==> src/rtl/johnson_phase_decoder_if.sv <==
// Bus between the upstream 4-bit Johnson counter and johnson_phase_decoder.
// Master drives the count q; slave returns the registered decode and status.
interface johnson_phase_decoder_if;
    logic [3:0] q;
    logic [7:0] phase;
    logic [2:0] step;
    logic       illegal;
    logic       locked;
    logic       wrap;
    logic [7:0] rev_cnt;
    logic [7:0] err_cnt;

    modport master (
        output q,
        input  phase, step, illegal, locked, wrap, rev_cnt, err_cnt
    );

    modport slave (
        input  q,
        output phase, step, illegal, locked, wrap, rev_cnt, err_cnt
    );
endinterface

==> src/rtl/johnson_phase_decoder.sv <==
// Decodes a 4-bit Johnson count into a step/one-hot phase, tracks lock, revolutions and errors.
// Optional macro JDEC_HOLD_ALLOW_EN: a legal code held for a cycle counts as a stall, not an error.
module johnson_phase_decoder (
    input  logic                     CLK,
    input  logic                     CLR,
    johnson_phase_decoder_if.slave   jif
);
    localparam int unsigned CODE_W  = 4;
    localparam int unsigned STEP_W  = 3;
    localparam int unsigned PHASE_W = 8;
    localparam int unsigned CNT_W   = 8;
    localparam int unsigned RUN_W   = 2;

    typedef enum logic [1:0] {
        ST_UNLOCKED = 2'd0,
        ST_LOCKED   = 2'd1,
        ST_ERROR    = 2'd2
    } state_e;

    // Returns {legal, step} for a Johnson code.
    function automatic logic [STEP_W:0] decode(input logic [CODE_W-1:0] code);
        logic [STEP_W:0] r;
        case (code)
            4'b0000: r = {1'b1, 3'd0};
            4'b0001: r = {1'b1, 3'd1};
            4'b0011: r = {1'b1, 3'd2};
            4'b0111: r = {1'b1, 3'd3};
            4'b1111: r = {1'b1, 3'd4};
            4'b1110: r = {1'b1, 3'd5};
            4'b1100: r = {1'b1, 3'd6};
            4'b1000: r = {1'b1, 3'd7};
            default: r = {1'b0, 3'd0};
        endcase
        return r;
    endfunction

    state_e              state_q, state_d;
    logic [RUN_W-1:0]    good_run_q, good_run_d;
    logic [CODE_W-1:0]   prev_q_q;
    logic                prev_valid_q;
    logic [PHASE_W-1:0]  phase_q, phase_d;
    logic [STEP_W-1:0]   step_q, step_d;
    logic                illegal_q, illegal_d;
    logic                locked_q, locked_d;
    logic                wrap_q, wrap_d;
    logic [CNT_W-1:0]    rev_cnt_q, rev_cnt_d;
    logic [CNT_W-1:0]    err_cnt_q, err_cnt_d;

    logic [STEP_W:0]     cur_dec_c, prv_dec_c;
    logic                cur_legal_c, prv_legal_c;
    logic [STEP_W-1:0]   cur_step_c, prv_step_c;
    logic                trans_ok_c, hold_ok_c, bad_c, wrap_evt_c;

    // Classify the current sample against the previous one.
    always_comb begin
        cur_dec_c   = decode(jif.q);
        prv_dec_c   = decode(prev_q_q);
        cur_legal_c = cur_dec_c[STEP_W];
        cur_step_c  = cur_dec_c[STEP_W-1:0];
        prv_legal_c = prv_dec_c[STEP_W];
        prv_step_c  = prv_dec_c[STEP_W-1:0];
        trans_ok_c  = prev_valid_q && prv_legal_c && cur_legal_c &&
                      (STEP_W'(prv_step_c + 3'd1) == cur_step_c);
`ifdef JDEC_HOLD_ALLOW_EN
        hold_ok_c   = prev_valid_q && prv_legal_c && cur_legal_c && (prv_step_c == cur_step_c);
`else
        hold_ok_c   = 1'b0;
`endif
        // First sample after reset is judged on code legality alone.
        bad_c       = !cur_legal_c || (prev_valid_q && !trans_ok_c && !hold_ok_c);
        wrap_evt_c  = trans_ok_c && (prv_step_c == 3'd7) && (cur_step_c == 3'd0);
    end

    // Lock FSM next-state plus counter and output updates.
    always_comb begin
        state_d    = state_q;
        good_run_d = good_run_q;
        rev_cnt_d  = rev_cnt_q;
        err_cnt_d  = err_cnt_q;
        wrap_d     = 1'b0;

        case (state_q)
            ST_UNLOCKED: begin
                if (bad_c) begin
                    good_run_d = '0;
                end else if (trans_ok_c) begin
                    if (good_run_q == 2'd3) begin
                        state_d    = ST_LOCKED;
                        good_run_d = '0;
                    end else begin
                        good_run_d = RUN_W'(good_run_q + 2'd1);
                    end
                end
            end
            ST_LOCKED: begin
                if (bad_c) begin
                    state_d = ST_ERROR;
                    if (err_cnt_q != 8'hFF) begin
                        err_cnt_d = CNT_W'(err_cnt_q + 8'd1);
                    end
                end else if (wrap_evt_c) begin
                    wrap_d    = 1'b1;
                    rev_cnt_d = CNT_W'(rev_cnt_q + 8'd1);
                end
            end
            ST_ERROR: begin
                state_d    = ST_UNLOCKED;
                good_run_d = '0;
            end
            default: begin
                state_d    = ST_UNLOCKED;
                good_run_d = '0;
            end
        endcase

        phase_d   = cur_legal_c ? (PHASE_W'(1) << cur_step_c) : '0;
        step_d    = cur_legal_c ? cur_step_c : step_q;
        illegal_d = bad_c;
        locked_d  = (state_d == ST_LOCKED);
    end

    always_ff @(posedge CLK or negedge CLR) begin
        if (!CLR) begin
            state_q      <= ST_UNLOCKED;
            good_run_q   <= '0;
            prev_q_q     <= '0;
            prev_valid_q <= 1'b0;
            phase_q      <= '0;
            step_q       <= '0;
            illegal_q    <= 1'b0;
            locked_q     <= 1'b0;
            wrap_q       <= 1'b0;
            rev_cnt_q    <= '0;
            err_cnt_q    <= '0;
        end else begin
            state_q      <= state_d;
            good_run_q   <= good_run_d;
            prev_q_q     <= jif.q;
            prev_valid_q <= 1'b1;
            phase_q      <= phase_d;
            step_q       <= step_d;
            illegal_q    <= illegal_d;
            locked_q     <= locked_d;
            wrap_q       <= wrap_d;
            rev_cnt_q    <= rev_cnt_d;
            err_cnt_q    <= err_cnt_d;
        end
    end

    assign jif.phase   = phase_q;
    assign jif.step    = step_q;
    assign jif.illegal = illegal_q;
    assign jif.locked  = locked_q;
    assign jif.wrap    = wrap_q;
    assign jif.rev_cnt = rev_cnt_q;
    assign jif.err_cnt = err_cnt_q;

endmodule

==> src/flat_wrapper.sv <==
// flat-port wrapper written by rule: the top's interface ports become plain ports
module johnson_phase_decoder_flat 
  (CLK, CLR, jif_q, jif_phase, jif_step, jif_illegal, jif_locked, jif_wrap, jif_rev_cnt, jif_err_cnt);
  johnson_phase_decoder_if jif_i ();
  input  logic CLK;
  input  logic CLR;
  input wire logic [$bits(jif_i.q)-1:0] jif_q;
  output wire logic [$bits(jif_i.phase)-1:0] jif_phase;
  output wire logic [$bits(jif_i.step)-1:0] jif_step;
  output wire logic [$bits(jif_i.illegal)-1:0] jif_illegal;
  output wire logic [$bits(jif_i.locked)-1:0] jif_locked;
  output wire logic [$bits(jif_i.wrap)-1:0] jif_wrap;
  output wire logic [$bits(jif_i.rev_cnt)-1:0] jif_rev_cnt;
  output wire logic [$bits(jif_i.err_cnt)-1:0] jif_err_cnt;
  assign jif_i.q = jif_q;
  assign jif_phase = jif_i.phase;
  assign jif_step = jif_i.step;
  assign jif_illegal = jif_i.illegal;
  assign jif_locked = jif_i.locked;
  assign jif_wrap = jif_i.wrap;
  assign jif_rev_cnt = jif_i.rev_cnt;
  assign jif_err_cnt = jif_i.err_cnt;
  johnson_phase_decoder u_core (.CLK(CLK), .CLR(CLR), .jif(jif_i));
endmodule
==> config.mk <==
export PLATFORM = sky130hd
export DESIGN_NAME = johnson_phase_decoder_flat
export DESIGN_NICKNAME = d
export VERILOG_FILES = /design/src/rtl/johnson_phase_decoder_if.sv /design/src/rtl/johnson_phase_decoder.sv /design/src/flat_wrapper.sv
export SDC_FILE = /design/constraint.sdc
export NUM_CORES = 1
export LEC_CHECK = 0
export CAP_MARGIN = 15
export CORE_UTILIZATION = 45
export DETAILED_ROUTE_END_ITERATION = 6
export PLACE_DENSITY = 0.71
export SYNTH_ARGS = -nofsm -noshare
export SYNTH_HDL_FRONTEND = slang
export SYNTH_SLANG_ARGS = --single-unit
==> constraint.sdc <==
create_clock -name CLK -period 7.47 [get_ports CLK]
set_input_delay 1.494 -clock CLK [delete_from_list [all_inputs] [get_ports CLK]]
set_output_delay 1.494 -clock CLK [all_outputs]
set_load 0.01 [all_outputs]
-- Yosys cells after proc, flatten, opt, wreduce, memory -nomap -nowiden
Memory sizes are Yosys's and may differ from the RTL's.
Index checks and enable logic that the tools add are counted.
- memory bits (read-only): 128
- output and inout bits: 30
- flip-flop bits (word level): 39
- memories: 2
- logic and storage cells: 54
- memory list (name ; depth ; bits a word ; rd ports ; clocked after Yosys merged registers in ; write ports ; RTL line ; RTL):
    (name not given) ; 16 ; 4 ; 1 ; 0 ; 0 ; johnson_phase_decoder.sv:23 ; case (code)
    (name not given) ; 16 ; 4 ; 1 ; 0 ; 0 ; johnson_phase_decoder.sv:23 ;
- add/subtract/negate cells: 4
- equal/unequal tests: 7
- bitwise gates (word level): 2
- reductions and logical operators: 14
- shifts and indexed selects: 1
- muxes and demuxes: 13
- operators by type and width (operator ; number):
    $add A8 B1 Y8 const B ; 2
    $mux W2 ; 7
    $mux W8 ; 1
    $ne A8 B8 Y1 const B ; 1
    $pmux W2 S2 ; 2
    $shl A1 B3 Y8 const A ; 1
    $logic_and A1 B1 Y1 ; 6
    $reduce_and A3 Y1 ; 2
    $eq A2 B1 Y1 const B ; 2
    $add A3 B1 Y3 const B ; 1
    $eq A3 B3 Y1 ; 1
    $eq A3 B3 Y1 const B ; 1
    $logic_not A3 Y1 ; 1
    $mux W1 ; 3
    $ne A3 B1 Y1 const B ; 1
    $add A2 B1 Y2 const B ; 1
    $eq A2 B2 Y1 const B ; 1
    $logic_not A1 Y1 ; 2
    $logic_not A2 Y1 ; 1
    $not A1 Y1 ; 2
    $reduce_and A2 Y1 ; 1
    $logic_or A1 B1 Y1 ; 1

-- Longest topological paths before layout
Gate-level depths: netlist of the first run.
An unclocked memory read counts as a cell.
- depth in word-level cells: 10
- gate-level depth with buffers: 11
- mapped depth without buffers: 11

-- Worst setup path after synthesis of the first run
No wires, ideal clock.
- path type: input to register
- start: input jif_q[3]
- end: register u_core.rev_cnt_q[1] (netlist: u_core.jif.rev_cnt[1])
- stages on the path: 6
- arrival: 2.964 ns
- setup slack: 4.381 ns
- cell sequence: buf_2 > nand2b_4 > o311ai_1 > o2111ai_2 > nor3_4 > mux2_2
- word-level cells in the longest chain between the ends: 8
- elaborated cells on any way between the ends: 13
- classes of those cells: 1 x eq/ne; 1 x bitwise; 10 x reduce/logical; 1 x memory
- RTL lines (item ; RTL line ; RTL):
    start, declared ; flat_wrapper.sv:7 ; input wire logic [$bits(jif_i.q)-1:0] jif_q;
    $mem_v2 Z16 W4 * ; - ;
    $eq A3 B3 Y1 or $logic_and A1 B1 Y1 (tied branches) ; johnson_phase_decoder.sv:63, johnson_phase_decoder.sv:62 ;
    $logic_and A1 B1 Y1 ; johnson_phase_decoder.sv:62 ; trans_ok_c = prev_valid_q && prv_legal_c && cur_legal_c &&
    $logic_not A1 Y1 ; johnson_phase_decoder.sv:70 ; bad_c = !cur_legal_c || (prev_valid_q && !trans_ok_c && !hold_ok_c);
    $logic_and A1 B1 Y1 ; johnson_phase_decoder.sv:70 ;
    $logic_or A1 B1 Y1 ; johnson_phase_decoder.sv:70 ;
    $not A1 Y1 (no source line) ; - ;
    $reduce_and A3 Y1 (no source line) * ; - ;
    end signal, assigned ; johnson_phase_decoder.sv:145 ; rev_cnt_q <= rev_cnt_d;
    end, declared ; johnson_phase_decoder.sv:46 ; logic [CNT_W-1:0] rev_cnt_q, rev_cnt_d;
Mark *: on every way between the ends. The rest lies on a longest branch, timed or not.
A chain may end at the register's enable or synchronous reset.

-- Worst setup path in the final report of the first run
- start: input jif_q[2]
- end: register u_core.rev_cnt_q[1] (netlist: u_core.jif.rev_cnt[1])
The elaborated chain is that of the path after synthesis.

==> run_results.csv, run 1 <==
group,metric,value,unit
die,design.portCount,36,
sta,hold_violations,0,
status,status,"complete, no violations",
cts,cts.reportedPaths.clkPinSlew,0.07,ns
place,placement.setup.worst_slack,3.51,ns
global_routing,first_pass_grt_wire_length,5830,um
finish,seq_area,976,sq um
sta,finalHoldWorstSlack,0.468,ns
cts,post_cts_resize_count,0,
synthesis,synthesis.nets,169,
finish,final_common_cell,"sky130_fd_sc_hd__dfrtp_1",
setup_path,cp.arrival,3.85,ns
finish,design.final.nets,205,
synthesis,ys_async_sr_fraction,100,%
synthesis,netlist_area,1800,sq um
finish,multi_input_comb_area,786,sq um
setup_path,startpoint_type,"primary input",
synthesis,share_of_the_yosys_chip_area_belonging_to_registers,54.1,%
die,placeableCoreArea,3740,sq um
die,dieHeight,65.3,um
sta,period_needed,3.68,ns
sta,worst_slew_margin_rel,43.1,%
finish,layout.cells.non_filler,243,
synthesis,syn_area_per_cell,11.4,sq um
setup_path,crit_path_end_kind,"flip-flop",
job,drv_cap,0,
global_routing,number_of_global_route_vias_before_repair,1248,
detailed_routing,routed_via_density,5.28,
die,rows,22,
finish,diodes,0,
die,initial_utilization,48.2,%
setup_path,crit_path_max_fanout,14,
synthesis,synth.ff_latch_count,39,
power,finalPower,0.000403,W
detailed_routing,wl_per_cell,13.6,um
finish,area_growth,25.1,%
cts,cts.root.buffer_cell,"sky130_fd_sc_hd__clkbuf_8",
sta,fin_worst_skew,0.00624,ns
finish,final_layout_size_suffix_gt1_share,9.23,%
global_routing,antenna_found_initial,0,
sta,max_clock_freq,272,MHz
sta,layout_worst_path_cycle_share,49.3,%
cts,numClockSinks,39,
finish,final.fill_count,325,
global_routing,total_global_route_track_usage,18.0,%
detailed_routing,ant_nets,0,
place,hpwlAfterDp,2370,um
place,gp_routability_congestion,0.789,
finish,final_cell_mix,"sky130_fd_sc_hd__dfrtp_1, sky130_fd_sc_hd__clkdlybuf4s50_1, sky130_fd_sc_hd__nand2_1, sky130_fd_sc_hd__nor2_1, sky130_fd_sc_hd__xor2_1",
sta,worst_slew_pin_slew,0.854,ns
cts,total_clock_buffers_created_by_cts,5,
power,worst_ir_drop_vdd,129,uV
synthesis,syn_inst,158,
cts,tritoncts,"done",
sta,setup_repair_after_global_routing_missed_its_margin,"false",
synthesis,yosysUniqueCellTypes,42,
setup_path,worstPathRequired,7.64,ns
die,die_area,4260,sq um
place,numPlacedInstances,235,
cts,cts.htree.levels,2,
power,total_leakage_power,1.04,nW
min_path,hp-class,"reg2reg",
detailed_routing,detailedRoute.firstPassIterationCount,4,
cts,postCtsHoldBufs,0,
sta,final-max-slew-violation-count,0,
power,power-per-cell-area,179,nW/um^2
setup_path,setup.worst_path.class,"in2reg",
global_routing,overflow,0,
global_routing,largest_net_degree_at_the_start_of_global_routing,40,
place,numPortBuffers,35,
sta,setup_total_neg_slack,0,ns
cts,clock_path_buffers,2,
cts,insertion_delay,0.28,ns
cts,buffers_inserted_by_post_cts_timing_repair,0,
detailed_routing,drc_errors,0,
detailed_routing,dr.first_iter.drc_count,51,
detailed_routing,dr_total_vias,1283,
synthesis,synth-edff-count,0,
die,floorplan_die_width,65.3,um
synthesis,yosys_warnings,0,
detailed_routing,finalWirelength,3290,um
sta,layout_setup_ws,3.79,ns
sta,setup_viol,0,
synthesis,synth_ff_type,"sky130_fd_sc_hd__dfrtp_1",
-- synth_stat cells, drive strengths merged (4+ instances only) --
| cell type | instances | area (sq um) |
|---|---|---|
| a21oi | 4 | 20.0 |
| buf | 6 | 33.8 |
| dfrtp | 39 | 976 |
| ha | 5 | 62.6 |
| mux2 | 4 | 45.0 |
| mux2i | 4 | 40.0 |
| nand2 | 13 | 48.8 |
| nand3 | 4 | 20.0 |
| nand4 | 4 | 25.0 |
| nor2 | 12 | 45.0 |
| nor3 | 7 | 51.3 |
| o21ai | 4 | 23.8 |
| xnor2 | 8 | 70.1 |
| xor2 | 9 | 78.8 |
-- per-stage QoR --
stage	area (sq um)	util, %
floorplan	1800	-
global placement	2170	58.1
detailed placement	2170	58.1
CTS	2260	60.3
global route	2260	60.3
finish	2260	60.3
-- report_power, final --
group	switching (W)	internal (W)
Combinational	0.0000253	0.0000220
Clock	0.0000665	0.0000654
Sequential	0.00000639	0.000218
-- layout make-up --
type / instances / area share (%)
Timing Repair Buffer: 35 / 15.3
Tap cell: 48 / 2.66
Inverter: 2 / 0.333
Clock buffer: 7 / 3.38
Clock inverter: 1 / 0.222
Multi-Input combinational cell: 111 / 34.8
Sequential cell: 39 / 43.3
-- worst max-delay path, cell delays in order --
cell,delay [ns]
sky130_fd_sc_hd__clkdlybuf4s50_1,0.65
sky130_fd_sc_hd__or4_1,0.60
sky130_fd_sc_hd__o21ai_0,0.12
sky130_fd_sc_hd__o2111ai_2,0.20
sky130_fd_sc_hd__nor3_4,0.40
sky130_fd_sc_hd__mux2_2,0.38
-- registers in the layout (all words and copies together), names as in the netlist --
name and count:
u_core.jif.err_cnt 8, u_core.jif.phase 8, u_core.jif.rev_cnt 8, u_core.prev_q_q 4, u_core.jif.step 3, u_core.good_run_q 2
u_core.state_q 2, u_core.jif.illegal 1, u_core.jif.locked 1, u_core.jif.wrap 1, u_core.prev_valid_q 1
-- layer usage --
metal	GRT usage, %	routed length (um)	up-vias
li1	-	-	626
met1	24.9	1560	617
met2	27.4	1550	33
met3	4.17	138	7
met4	6.52	45	0
met5	0	0	-
-- logic make-up (layout without fill, tap and decap cells) --
| group | Yosys count | after routing | share of synthesized area (%) |
|---|---|---|---|
| AO/OA/AOI/OAI | 22 | 22 | 9.16 |
| XOR/XNOR | 17 | 17 | 8.26 |
| other | 1 | 1 | 0.208 |
| buffers and inverters | 8 | 45 | 2.29 |
| adder cells (fa/ha/maj) | 5 | 5 | 3.47 |
| multiplexers | 8 | 8 | 4.72 |
| AND/OR/NAND/NOR | 58 | 58 | 17.8 |
| flip-flops | 39 | 39 | 54.1 |
-- path summary, 6_finish.rpt --
check	from	end	slack [ns]	cells past startpoint
setup / recovery	jif_q[2]	u_core.jif.rev_cnt[1]	3.79	6
setup reg to reg	u_core.prev_q_q[1]	u_core.jif.rev_cnt[1]	4.44	9
hold reg to reg	u_core.jif.rev_cnt[7]	u_core.jif.rev_cnt[7]	0.47	1
max in group asynchronous	CLR	u_core.jif.err_cnt[7]	5.62	1
min in group asynchronous	CLR	u_core.jif.step[1]	1.32	1
hold / removal	u_core.jif.rev_cnt[7]	u_core.jif.rev_cnt[7]	0.47	1
Note: power is estimated with default switching activity, not from simulation.
==> inputs of run 2 (changes only) <==
--- a/config.mk
+++ b/config.mk
@@ -8,7 +8,7 @@
 export CAP_MARGIN = 15
 export CORE_UTILIZATION = 45
 export DETAILED_ROUTE_END_ITERATION = 6
-export PLACE_DENSITY = 0.71
+export PLACE_DENSITY = 0.74
 export SYNTH_ARGS = -nofsm -noshare
 export SYNTH_HDL_FRONTEND = slang
 export SYNTH_SLANG_ARGS = --single-unit
==> constraint.sdc (replaced) <==
create_clock -name CLK -period 3.3 [get_ports CLK]
set_input_delay 0.66 -clock CLK [delete_from_list [all_inputs] [get_ports CLK]]
set_output_delay 0.66 -clock CLK [all_outputs]
set_load 0.01 [all_outputs]
==> run 2 against run 1 <==
  * Sequential share of layout area fell by 1.1 points
  * Global-route usage fell by 0.29 points
  * Critical path depth rose by 3
  * Sequential power rose by 130%
  * Clock-buffer cell count rose by 1
  * Hold slack improved by 0.0041 ns
  * Critical path type is now reg2reg
  * Critical endpoint unchanged
==> run_results.csv, run 2 (synthesis results as in run 1) <==
group,metric,value,unit
global_routing,first_pass_grt_wire_length,5690,um
place,placement.setup.worst_slack,0.288,ns
power,worst_ir_drop_vdd,297,uV
die,die_area,4260,sq um
power,power-per-cell-area,416,nW/um^2
sta,layout_setup_ws,0.286,ns
finish,final_layout_size_suffix_gt1_share,12.0,%
detailed_routing,finalWirelength,3330,um
setup_path,worstPathRequired,3.47,ns
place,numPortBuffers,35,
finish,final_cell_mix,"sky130_fd_sc_hd__dfrtp_1, sky130_fd_sc_hd__clkdlybuf4s50_1, sky130_fd_sc_hd__nand2_1, sky130_fd_sc_hd__nor2_1, sky130_fd_sc_hd__xor2_1",
sta,final-max-slew-violation-count,0,
global_routing,total_global_route_track_usage,17.7,%
cts,clock_path_buffers,2,
finish,final_common_cell,"sky130_fd_sc_hd__dfrtp_1",
die,dieHeight,65.3,um
global_routing,overflow,0,
setup_path,timing.critical_path.max_delay_family,"simple AND/OR/NAND/NOR gates",
power,finalPower,0.000963,W
sta,layout_worst_path_cycle_share,91.3,%
sta,max_clock_freq,332,MHz
global_routing,antenna_found_initial,0,
setup_path,timing.critical_path.buf_inv,0,
cts,insertion_delay,0.28,ns
finish,diodes,0,
die,rows,22,
setup_path,setup.worst_path.class,"reg2reg",
sta,fin_worst_skew,0.00557,ns
place,gp_routability_congestion,0.845,
global_routing,largest_net_degree_at_the_start_of_global_routing,40,
die,placeableCoreArea,3740,sq um
sta,worst_slew_pin_slew,0.815,ns
cts,tritoncts,"done",
setup_path,timing.critical_path.mode_cell,"sky130_fd_sc_hd__ha_1",
setup_path,crit_path_cell_trace,"and2_1 -> o21a_1 -> ha_1 -> ha_1 -> or4_1 -> o21ai_0 -> o2111ai_2 -> nor3_4 -> mux2_2",
detailed_routing,drc_errors,0,
die,design.portCount,36,
sta,period_needed,3.01,ns
global_routing,number_of_global_route_vias_before_repair,1288,
detailed_routing,detailedRoute.firstPassIterationCount,4,
cts,post_cts_resize_count,0,
place,hpwlAfterDp,2470,um
finish,design.final.nets,210,
sta,setup_repair_after_global_routing_missed_its_margin,"false",
power,total_leakage_power,1.07,nW
cts,buffers_inserted_by_post_cts_timing_repair,0,
setup_path,startpoint_type,"flip-flop",
sta,finalHoldWorstSlack,0.472,ns
setup_path,cp.arrival,3.19,ns
setup_path,biggest_cell_delay_along_the_critical_path,0.48,ns
setup_path,crit_path_max_fanout,9,
detailed_routing,ant_nets,0,
cts,cts.htree.levels,2,
sta,worst_slew_margin_rel,45.7,%
detailed_routing,wl_per_cell,13.4,um
sta,setup_viol,0,
cts,numClockSinks,39,
sta,setup_total_neg_slack,0,ns
status,status,"complete, no violations",
cts,cts.root.buffer_cell,"sky130_fd_sc_hd__clkbuf_8",
job,drv_cap,0,
die,initial_utilization,48.2,%
min_path,hp-class,"in2async",
cts,total_clock_buffers_created_by_cts,5,
finish,area_growth,28.2,%
finish,layout.cells.non_filler,248,
cts,cts.reportedPaths.clkPinSlew,0.07,ns
detailed_routing,routed_via_density,5.26,
die,floorplan_die_width,65.3,um
sta,hold_violations,0,
detailed_routing,dr.first_iter.drc_count,41,
place,numPlacedInstances,240,
setup_path,crit_path_end_kind,"flip-flop",
cts,postCtsHoldBufs,0,
detailed_routing,dr_total_vias,1304,
setup_path,slowest_stage_cell_cp,"sky130_fd_sc_hd__or4_1",
run 2: cell count changes in the layout (fill, tap and decap cells not counted):
| cell | change |
|---|---|
| sky130_fd_sc_hd__buf_4 | +5 |
| sky130_fd_sc_hd__clkbuf_8 | +2 |
| sky130_fd_sc_hd__clkbuf_1 | -1 |
| sky130_fd_sc_hd__clkinv_2 | -1 |
run 2: stage by stage:
step / area, sq um / utilization, %
global placement: 2210 / 59.1
finish: 2310 / 61.8
floorplan: 1800 / -
CTS: 2310 / 61.8
global route: 2310 / 61.8
detailed placement: 2210 / 59.1
run 2: worst paths after layout:
kind / from / slack, ns / cells after the start / end
min in group CLK: u_core.jif.rev_cnt[7] / 0.48 / 1 / u_core.jif.rev_cnt[7]
max: u_core.prev_q_q[1] / 0.29 / 9 / u_core.jif.rev_cnt[1]
min reg2reg: u_core.jif.rev_cnt[7] / 0.48 / 1 / u_core.jif.rev_cnt[7]
max reg2reg: u_core.prev_q_q[1] / 0.29 / 9 / u_core.jif.rev_cnt[1]
max in group asynchronous: CLR / 2.32 / 1 / u_core.prev_q_q[1]
min: CLR / 0.47 / 1 / u_core.jif.rev_cnt[5]
run 2: power by group:
part | internal (W) | switching [W]
Combinational | 0.0000546 | 0.0000587
Clock | 0.000191 | 0.000152
Sequential | 0.000493 | 0.0000143
Total | 0.000738 | 0.000225
run 2: cell type report:
cell class              count  area [sq um]
clock buffers               8           100
repair buffers             40           383
well taps                  48          60.1
flip-flops and latches     39           976
multi-input cells         111           786
inverters                   2          7.51
fillers                   313          1430
run 2: per-layer routing:
layer / vias to the layer above / GRT usage, % / wire length (um)
met5: - / 0 / 0
met2: 29 / 28.1 / 1570
met3: 5 / 3.30 / 116
met1: 635 / 23.4 / 1580
li1: 635 / - / -
met4: 0 / 7.88 / 53
==> RTL edit, RTL diff (settings of run 2) <==
The 3 states of `state_e` get a one-hot encoding in 3 bits.
--- a/src/rtl/johnson_phase_decoder.sv
+++ b/src/rtl/johnson_phase_decoder.sv
@@ -13,6 +13,6 @@
 
-    typedef enum logic [1:0] {
-        ST_UNLOCKED = 2'd0,
-        ST_LOCKED   = 2'd1,
-        ST_ERROR    = 2'd2
+    typedef enum logic [2:0] {
+        ST_UNLOCKED = 3'b001,
+        ST_LOCKED   = 3'b010,
+        ST_ERROR    = 3'b100
     } state_e;
Check against the original RTL: same outputs for any inputs over 10 cycles, from zero or initial values; not proved beyond that.
==> RTL edit against run 2 <==
- power rose by 8.2%
- fmax increased by 6.9%
- sequential cell count up 1
- clock power up 15%
- clock skew up 0.0015 ns
- final area increased by 11%
- wire length grew 19%
- cell count up 14%
- area after synthesis up 15%
- sequential power rose by 2%
- setup slack improved by 0.20 ns
- highest routed layer unchanged
==> RTL edit: results (changes against run 2) <==
[outcome]
outcome=completed

[layout]
buf_share=0.152  ; -0.0140
layout.cells.non_filler=283  ; +14%
buffers=41  ; +2.5%
regArea_um2=1000  ; +2.7%
multi_input_area_um2=980  ; +25%
drive_gt1_frac=0.126  ; +0.00554
fillers=392  ; +25%
inv_count=7  ; +5
fin_util=0.587  ; -0.0303
clock_area_frac=0.0432  ; -0.0000441
nets=241  ; +15%
layout.sequential_cells=40  ; +2.6%
comb.multi_input.count=135  ; +22%

[floorplanning]
coreArea_um2=4380  ; +17%
initial_core_util=0.473  ; -0.00901

[grt]
grt_pass1_wl_um=6600  ; +16%
grt_pass1_vias=1463  ; +14%
grt_use_total=0.177  ; about the same
grt_start_max_net_pins=41  ; +2.5%

[sta]
fmax_mhz=355  ; +6.9%
slew_headroom=0.423  ; -0.0334
holdWs_ns=0.472  ; -0.000197 ns
fin_skew_ns=0.00702  ; +0.00145 ns

[clock_tree]
post-cts-setup-buffers=0  ; unchanged
htreeDepth=2  ; unchanged
cts.reportedPaths.clkPinSlew_ns=0.07  ; about the same
ctsResizeCount=0  ; unchanged

[synth]
yosysUniqueCellTypes=52  ; +24%
yosysWarnings=0  ; unchanged
seq_area_frac_synth=0.484  ; -0.0576
synth_area_leaders=dfrtp_1 (47%), xor2_1 (3.8%), xnor2_1 (3.4%), ha_1 (3.0%), nand2_1 (2.4%)
synth_ff_type=dfrtp_1
synthTopCellsByCount=dfrtp_1 (39), nand2_1 (13), nor2_1 (11)
syn_avg_cell_area_um2=10.9  ; -4.4%
synth_fp_nets=201  ; +19%

[placed_design]
post-dp-hpwl_um=2850  ; +15%
dp_slack_ns=0.353  ; +0.0648 ns
dpl_cell_area_um2=2460  ; +11%
io_buffers=35  ; unchanged
place_congestion=0.831  ; -1.7%

[worst_setup_path]
cp.arrival_ns=2.99  ; -0.20 ns
ff2ff_path_depth=9  ; unchanged
worstReg2RegEnd=u_core.jif.err_cnt[1]$_DFFE_PN0P_
worst-path-max-fanout=12  ; +3
setup.worst_path.end=u_core.jif.err_cnt[1]$_DFFE_PN0P_
reg2reg_slack_ns=0.48  ; +0.20 ns
crit_slowest_cell=dfrtp_1
cp-start-kind=flip-flop
r2r-start=u_core.prev_q_q[1]$_DFF_PN0_
crit_family=compound AO/OA/AOI/OAI gates
max_stage_delay_ns=0.43  ; -0.05 ns

[drt]
drt-initial-drc-count=146  ; +260%
drtPass1Iterations=4  ; unchanged
wl_per_cell_um=14.0  ; +4.4%
num_vias=1586  ; +22%

[power_and_ir_drop]
swShare=0.247  ; +0.0130
peakVddDrop_mv=0.213  ; -28%
p_leak_nw=1.12  ; +5.0%

[worst_hold_path]
hold_path.class=in -> async

==> RTL edit: metal layers <==
layer | up-vias | GRT usage | part of all wire
met2 | 39 | 0.274 | 0.48
met3 | 8 | 0.0491 | 0.040
met4 | 0 | 0.100 | 0.024
li1 | 768 | - | -
met5 | - | 0 | 0
met1 | 771 | 0.222 | 0.45
==> RTL edit: power by group through the flow <==
stage	registers, mW	clock network [mW]	logic, mW
final	0.515	0.395	0.132
after global routing	0.518	0.426	0.146
after CTS	0.516	0.410	0.133
after detailed placement	0.525	0	0.132
after global placement	0.525	0	0.130
after floorplan	0.528	0	0.0757
==> RTL edit: cells by family (layout without fill, tap and decap cells) <==
group	count (synthesis)	in the layout	share of synthesized area
other	1	1	0.00181
adders and majority gates	5	5	0.0302
buffers and inverters	15	56	0.0435
AOI/OAI and AO/OA	40	40	0.160
and+or+nand+nor	68	68	0.185
DFF	40	40	0.484
xor gates and xnor gates	18	18	0.0797
muxes	3	3	0.0157
